[src/rtl/pe_accum_requant.sv]
// rtl/pe_accum_requant.sv - accumulate PE products plus bias, requantize to signed DATA_WIDTH with saturation
// Optional ReLU before the output clamp is enabled by defining PE_ACC_RELU_EN.
module pe_accum_requant #(
    parameter int DATA_WIDTH = 8,
    parameter int ACC_WIDTH  = 32,
    parameter int MULT_WIDTH = 16
) (
    input  logic                         clk,
    input  logic                         rst,
    input  logic                         in_valid,
    output logic                         in_ready,
    input  logic signed [2*DATA_WIDTH-1:0] in_prod,
    input  logic                         in_last,
    input  logic signed [ACC_WIDTH-1:0]  cfg_bias,
    input  logic [MULT_WIDTH-1:0]        cfg_mult,
    input  logic [4:0]                   cfg_shift,
    output logic                         out_valid,
    input  logic                         out_ready,
    output logic signed [DATA_WIDTH-1:0] out_data,
    output logic                         out_sat,
    output logic                         busy
);

    localparam int PW = 2 * DATA_WIDTH;
    localparam int SW = ACC_WIDTH + MULT_WIDTH + 1;
    localparam int RW = SW + 1;

    localparam logic signed [ACC_WIDTH-1:0] ACC_MAX = {1'b0, {(ACC_WIDTH-1){1'b1}}};
    localparam logic signed [ACC_WIDTH-1:0] ACC_MIN = {1'b1, {(ACC_WIDTH-1){1'b0}}};
    localparam logic signed [RW-1:0]        OUT_MAX = RW'(2 ** (DATA_WIDTH - 1) - 1);
    localparam logic signed [RW-1:0]        OUT_MIN = ~OUT_MAX;

    typedef enum logic [2:0] {IDLE, ACCUM, SCALE, ROUND, OUT} state_t;

    state_t                        state_q, state_d;
    logic signed [ACC_WIDTH-1:0]   acc_q, acc_d;
    logic [MULT_WIDTH-1:0]         mult_q, mult_d;
    logic [4:0]                    shift_q, shift_d;
    logic signed [SW-1:0]          scaled_q, scaled_d;
    logic signed [DATA_WIDTH-1:0]  out_data_q, out_data_d;
    logic                          out_sat_q, out_sat_d;

    logic                          beat_acc;
    logic signed [ACC_WIDTH-1:0]   prod_ext;
    logic signed [SW-1:0]          acc_ext, mult_ext;
    logic signed [RW-1:0]          round_inc, round_sum, round_r, relu_r, clamp_v;
    logic                          clip;

    // Two's-complement add that pins to the rails instead of wrapping.
    function automatic logic signed [ACC_WIDTH-1:0] sat_add(
        input logic signed [ACC_WIDTH-1:0] a,
        input logic signed [ACC_WIDTH-1:0] b
    );
        logic [ACC_WIDTH:0]          s;
        logic signed [ACC_WIDTH-1:0] res;
        s = {a[ACC_WIDTH-1], a} + {b[ACC_WIDTH-1], b};
        if (s[ACC_WIDTH] != s[ACC_WIDTH-1]) begin
            res = s[ACC_WIDTH] ? ACC_MIN : ACC_MAX;
        end else begin
            res = s[ACC_WIDTH-1:0];
        end
        return res;
    endfunction

    assign beat_acc = in_valid && in_ready;
    assign prod_ext = {{(ACC_WIDTH-PW){in_prod[PW-1]}}, in_prod};
    assign acc_ext  = {{(SW-ACC_WIDTH){acc_q[ACC_WIDTH-1]}}, acc_q};
    assign mult_ext = {{(SW-MULT_WIDTH){1'b0}}, mult_q};

    always_ff @(posedge clk or posedge rst) begin
        if (rst) begin
            state_q <= IDLE;
        end else begin
            state_q <= state_d;
        end
    end

    always_comb begin
        state_d = state_q;
        case (state_q)
            IDLE, ACCUM: if (beat_acc) state_d = in_last ? SCALE : ACCUM;
            SCALE:       state_d = ROUND;
            ROUND:       state_d = OUT;
            OUT:         if (out_ready) state_d = IDLE;
            default:     state_d = IDLE;
        endcase
    end

    always_comb begin
        in_ready  = (state_q == IDLE) || (state_q == ACCUM);
        out_valid = (state_q == OUT);
        busy      = (state_q != IDLE);
        out_data  = out_data_q;
        out_sat   = out_sat_q;
    end

    // Round half toward +inf, optional ReLU, then clamp to the output range.
    always_comb begin
        round_inc = (shift_q == 5'd0) ? '0 : (RW'(1) << (shift_q - 5'd1));
        round_sum = {scaled_q[SW-1], scaled_q} + round_inc;
        round_r   = round_sum >>> shift_q;
`ifdef PE_ACC_RELU_EN
        relu_r    = round_r[RW-1] ? '0 : round_r;
`else
        relu_r    = round_r;
`endif
        clip      = 1'b0;
        clamp_v   = relu_r;
        if (relu_r > OUT_MAX) begin
            clamp_v = OUT_MAX;
            clip    = 1'b1;
        end else if (relu_r < OUT_MIN) begin
            clamp_v = OUT_MIN;
            clip    = 1'b1;
        end
    end

    always_comb begin
        acc_d      = acc_q;
        mult_d     = mult_q;
        shift_d    = shift_q;
        scaled_d   = scaled_q;
        out_data_d = out_data_q;
        out_sat_d  = out_sat_q;
        case (state_q)
            IDLE: begin
                if (beat_acc) begin
                    acc_d   = sat_add(cfg_bias, prod_ext);
                    mult_d  = cfg_mult;
                    shift_d = cfg_shift;
                end
            end
            ACCUM: begin
                if (beat_acc) acc_d = sat_add(acc_q, prod_ext);
            end
            SCALE: scaled_d = acc_ext * mult_ext;
            ROUND: begin
                out_data_d = clamp_v[DATA_WIDTH-1:0];
                out_sat_d  = clip;
            end
            OUT: begin
                if (out_ready) acc_d = '0;
            end
            default: ;
        endcase
    end

    always_ff @(posedge clk or posedge rst) begin
        if (rst) begin
            acc_q      <= '0;
            mult_q     <= '0;
            shift_q    <= '0;
            scaled_q   <= '0;
            out_data_q <= '0;
            out_sat_q  <= 1'b0;
        end else begin
            acc_q      <= acc_d;
            mult_q     <= mult_d;
            shift_q    <= shift_d;
            scaled_q   <= scaled_d;
            out_data_q <= out_data_d;
            out_sat_q  <= out_sat_d;
        end
    end

endmodule

[config.mk]
export PLATFORM = sky130hd
export DESIGN_NAME = pe_accum_requant
export DESIGN_NICKNAME = d
export VERILOG_FILES = /design/src/rtl/pe_accum_requant.sv
export SDC_FILE = /design/constraint.sdc
export NUM_CORES = 2
export LEC_CHECK = 0
export CORE_UTILIZATION = 60
export CTS_CLUSTER_SIZE = 30
export DETAILED_ROUTE_END_ITERATION = 8
export PLACE_DENSITY = 0.78
export SLEW_MARGIN = 20
export SYNTH_ARGS = -nofsm -noshare
export SYNTH_HDL_FRONTEND = slang
export SYNTH_SLANG_ARGS = --single-unit
[constraint.sdc]
create_clock -name clk -period 8.5 [get_ports clk]
set_input_delay 1.275 -clock clk [delete_from_list [all_inputs] [get_ports clk]]
set_output_delay 1.275 -clock clk [all_outputs]
set_load 0.02 [all_outputs]
# Yosys cells after proc, flatten, opt, wreduce, memory -nomap -nowiden
# Cells that the tools add are included.
# op_classes
add_sub_neg	4
mul	1
order_cmp	2
n_eq_ne	10
n_shift	2
mux	17
n_reduce_logical	10
# op_table
op	count
32-bit two-way mux	7
32-bit one-hot mux with 3 select lines	1
32-bit by 16-bit adder with 33-bit output	2
50-bit adder	1
50-bit by 8-bit greater-than comparator with 1-bit output, second input constant	1
50-bit by 8-bit < comparator with 1-bit output, second input constant	1
50-bit two-way mux	1
1-bit by 5-bit left shift with 50-bit output, first input constant	1
50-bit by 5-bit >>> shifter with 50-bit output	1
32-bit by 17-bit multiplier with 49-bit output	1
8-bit two-way mux	2
3-bit one-hot mux with 4 select lines	1
3-bit by 2-bit equality test with 1-bit output, second input constant	2
3-bit two-way mux	2
2-bit != test, second input constant	3
3-bit nonzero test	2
5-bit logical NOT	1
5-bit by 1-bit subtractor with 5-bit output, second input constant	1
2-bit AND reduction	2
4-bit AND reduction	1
3-bit by 1-bit equality test with 1-bit output, second input constant	1
3-bit equality test, second input constant	1
3-bit logical NOT	1
1-bit two-way mux	2
6 further kinds	7
# word_totals
register_bits	114
inputBits	74
word_cells	53

# Depth between registers and ports, before layout
# depth
ltp_word	8
mapped_depth	30

# Worst setup path after synthesis
# Ideal clock, no wire load.
# synth_timing
kind	reg-to-reg
from	register acc_q[12]
to	register scaled_q[48]
setup_ns	0.101
arrival_ns	7.112
required_ns	8.399
setup_slack_ns	1.287
stages_incl_launch_ff	30
period_less_slack_ns	7.213
path_cell_list	dfrtp_1 clkbuf_1 nand2_1 fa_1 inv_1 fa_1 inv_1 fa_1 inv_1 fa_1 inv_1 fa_1 inv_1 fa_1 ha_1 nand2_1 o21ai_0 nor3_1 a211o_1 nand2_1 a31oi_1 o21ai_0 a41oi_1 a211oi_1 a22oi_1 a21oi_1 nand4_1 and4b_1 o2111a_1 nor4_1
# synth_between
elab_chain_cells	1
# synth_lines
element	line_no	rtl
start, declared	36	logic signed [ACC_WIDTH-1:0] acc_q, acc_d;
start signal, assigned	150	acc_q <= '0;
start signal, assigned	157	acc_q <= acc_d;
32-bit by 17-bit multiplier with 49-bit output	136	SCALE: scaled_d = acc_ext * mult_ext;
end signal, assigned	160	scaled_q <= scaled_d;
end, declared	39	logic signed [SW-1:0] scaled_q, scaled_d;
# Every way passes these cells.
# A chain may end at the register's enable or synchronous reset.

# Worst setup path after layout
# layout_timing
from	register mult_q[12]
to	register scaled_q[47]
# layout_between
elab_chain_cells	1
# layout_lines
element	line_no	rtl
start, declared	37	logic [MULT_WIDTH-1:0] mult_q, mult_d;
start signal, assigned	158	mult_q <= mult_d;
32-bit by 17-bit multiplier with 49-bit output	136	
# Every way passes these cells.

==> reports/metrics.yaml <==
setup_tns_ns: 0
grt-ovfl-total: 0
cts_buffers: 17
start_util: 0.6109
nets: 4709
synth_compound_area_frac: 0.1621
grt_pass1_wl_mm: 148.9
antenna_found_initial: 0
via_per_inst: 6.189
critPathRequiredTime_ns: 8.82
clock-sinks: 114
reg2reg_from: "mult_q[12]"
synth_mux_area_frac: 0.03824
die_x_microns: 234.2
first_iter_violations: 2538
netlist_instances: 3942
synth_nets: 4721
ctsHoldBuffers: 0
vias: 28660
grt_start_max_net_pins: 91
yosysMostFrequentCell: "inv_1"
antenna_left: 0
hold_viol_final: 0
drc: 4
fmax_ghz: 0.1243
ios: 86
core-area_sq_um: 52970
drive_gt1_frac: 0.05835
synthToLayoutAreaGrowth_pct: 6.763
gp_congestion: 0.9982
yosysSeqAreaShare: 0.08816
tightestPinTransition_ns: 1.059
syn_area_sq_um: 32360
stdcell_area_sq_um: 34550
crit_start: "mult_q[12]"
synth_area_leaders: "fa_1 (30%), dfrtp_1 (8.8%), ha_1 (8.2%)"
fillers: 4554
die_height_microns: 234.2
drtPass1Iterations: 8
setup_viol: 0
cts_tree: "yes"
violations: "DRC"
synth_fa_ha_area_frac: 0.3883
synth_edf_count: 0
synth_cell_types: 105
wl_per_cell_microns: 19.57
dp_hpwl_mm: 73.01
grt_pass1_vias: 29010
synth_common_cells: "inv_1 (576), nand2_1 (554), fa_1 (492)"
root_buffer: "clkbuf_16"
ys_ff_latch: 114
synthSimpleGateAreaFrac: 0.1974
regToRegSetupSlack_ns: 0.46
place_area_sq_um: 33950
max-cap-violations: 0
cp.arrival_ns: 8.37
rows: 84
synth-async-reset-ratio: 1.000
port_buffers: 85
cp-start-kind: "flip-flop"
r2r-end: "scaled_q[47]"
finalCritPeriodShare: 0.9463
drt_wl_total_mm: 90.62
synthFlopType: "dfrtp_1"
synth_top_area_cell: "fa_1"
final_core_util: 0.6522
postCtsSetupBuffers: 0
status: "finished with violations"
cts_buffer_depth: 2
clk_pin_slew_ns: 0.06
h-tree-depth: 4
yosysTopAreaCellShare: 0.3044
cp-end-kind: "flip-flop"
endpoint: "scaled_q[47]"
synth.avg_cell_area_sq_um: 8.209
reg2reg_depth: 25
synth-xor-area-share: 0.03379
skew_ns: 0.01447
rsz0062_at_grt: "false"
clock_latency_ns: 0.49
die_area_sq_um: 54860
hp-class: "flip-flop to flip-flop"
max-slew-margin-rel: 0.2938
synth_top_family_by_area: "adder cells"
grtUsageTotal: 0.3462
yosys_warnings: 0
critPathKind: "flip-flop to flip-flop"
post-route-min-period_ns: 8.044
worstPathMaxFanout: 24
maxSlewViolCount: 0
antenna_cells: 0
critical path: stages, from the launching register on:
cell      delay [ns]
dfrtp_1         0.91
and2_1          0.26
fa_1            0.45
fa_1            0.54
inv_1           0.05
fa_1            0.52
fa_1            0.44
fa_1            0.50
inv_1           0.05
fa_1            0.44
ha_1            0.36
a21o_1          0.20
a21oi_1         0.17
o21ai_0         0.13
a211oi_1        0.21
a31oi_1         0.20
a41oi_1         0.37
a21oi_1         0.16
a41oi_1         0.34
a21oi_1         0.18
a31o_2          0.28
a41o_1          0.25
o41a_1          0.35
a31oi_1         0.21
xor2_1          0.17
o21ai_0         0.10
registers in the layout, indices dropped and copies added (netlist names):
signal	count
state_q	3
mult_q	16
acc_q	32
shift_q	5
out_data	8
scaled_q	49
out_sat	1
worst min path at each step:
stage               slack [ns]  depth (start not counted)      endpoint         start
floorplan                 0.45                          2   scaled_q[0]   scaled_q[0]
global placement          0.47                          2  scaled_q[10]  scaled_q[10]
detailed placement        0.48                          2   scaled_q[4]   scaled_q[4]
CTS                       0.49                          2   scaled_q[4]   scaled_q[4]
global route              0.51                          1   scaled_q[8]   scaled_q[8]
finish                    0.48                          2   out_data[7]   out_data[7]
metrics by stage:
stage                     instances  hold WS [ns]  setup slack [ns]
after global placement         4599        0.4682            0.6858
after floorplan                3942        0.4453             1.287
after detailed placement       4599        0.4755            0.4888
final                          4630        0.4835            0.4562
after global routing           4630        0.5144          0.008138
after CTS                      4630        0.4902            0.4598
what timing repair did:
action | in CTS | in global routing
endpoints found under the hold margin | 0 | 0
gates resized for setup | 0 | 4
endpoints found under the setup margin | 0 | 2
per-layer routing:
layer	track usage	part of all wire	up-vias
li1	-	-	13060
met3	0.05897	0.079	256
met2	0.5779	0.48	1316
met5	0	0	-
met4	0.1441	0.040	0
met1	0.4447	0.40	14020
cell type report:
type / count / area, sq um / area share
sequential: 114 / 2859 / 0.08276
multi-input combinational: 3047 / 26550 / 0.7685
tap: 688 / 860.8 / 0.02492
timing repair buffer: 174 / 1519 / 0.04397
inverter: 576 / 2165 / 0.06266
clock inverter: 11 / 128.9 / 0.003730
clock buffer: 20 / 466.7 / 0.01351
cells in the final DEF (no fill, tap or decap), types with 27 or more instances in the layout:
cell type        netlist  routed
xnor2_1               75      75
nor3_1                67      67
dfrtp_1              114     109
o211ai_1              28      28
a31oi_1               27      27
o21a_1                31      31
nand4_1               40      40
inv_1                576     573
nand2_1              554     554
o21ai_0              149     148
and2_1               215     215
clkdlybuf4s50_1        0      85
buf_4                  4      89
nand3_1               65      65
mux2_2                31      31
fa_1                 492     492
a21o_1                61      61
xor2_1                48      48
and3_1                27      27
a21oi_1              196     195
a211oi_1              39      39
mux2i_1               46      46
nor2_1               230     228
ha_1                 213     213
logic make-up after synthesis:
logic type / count (synthesis)
fa+ha+maj: 710
mux: 96
flops: 114
xor+xnor: 124
buf+inv: 781
compound gates: 777
simple gates: 1339
other cells: 1
Power is not shown: default switching activity piles up to over one toggle a cycle in this logic, so the estimate is an artifact.
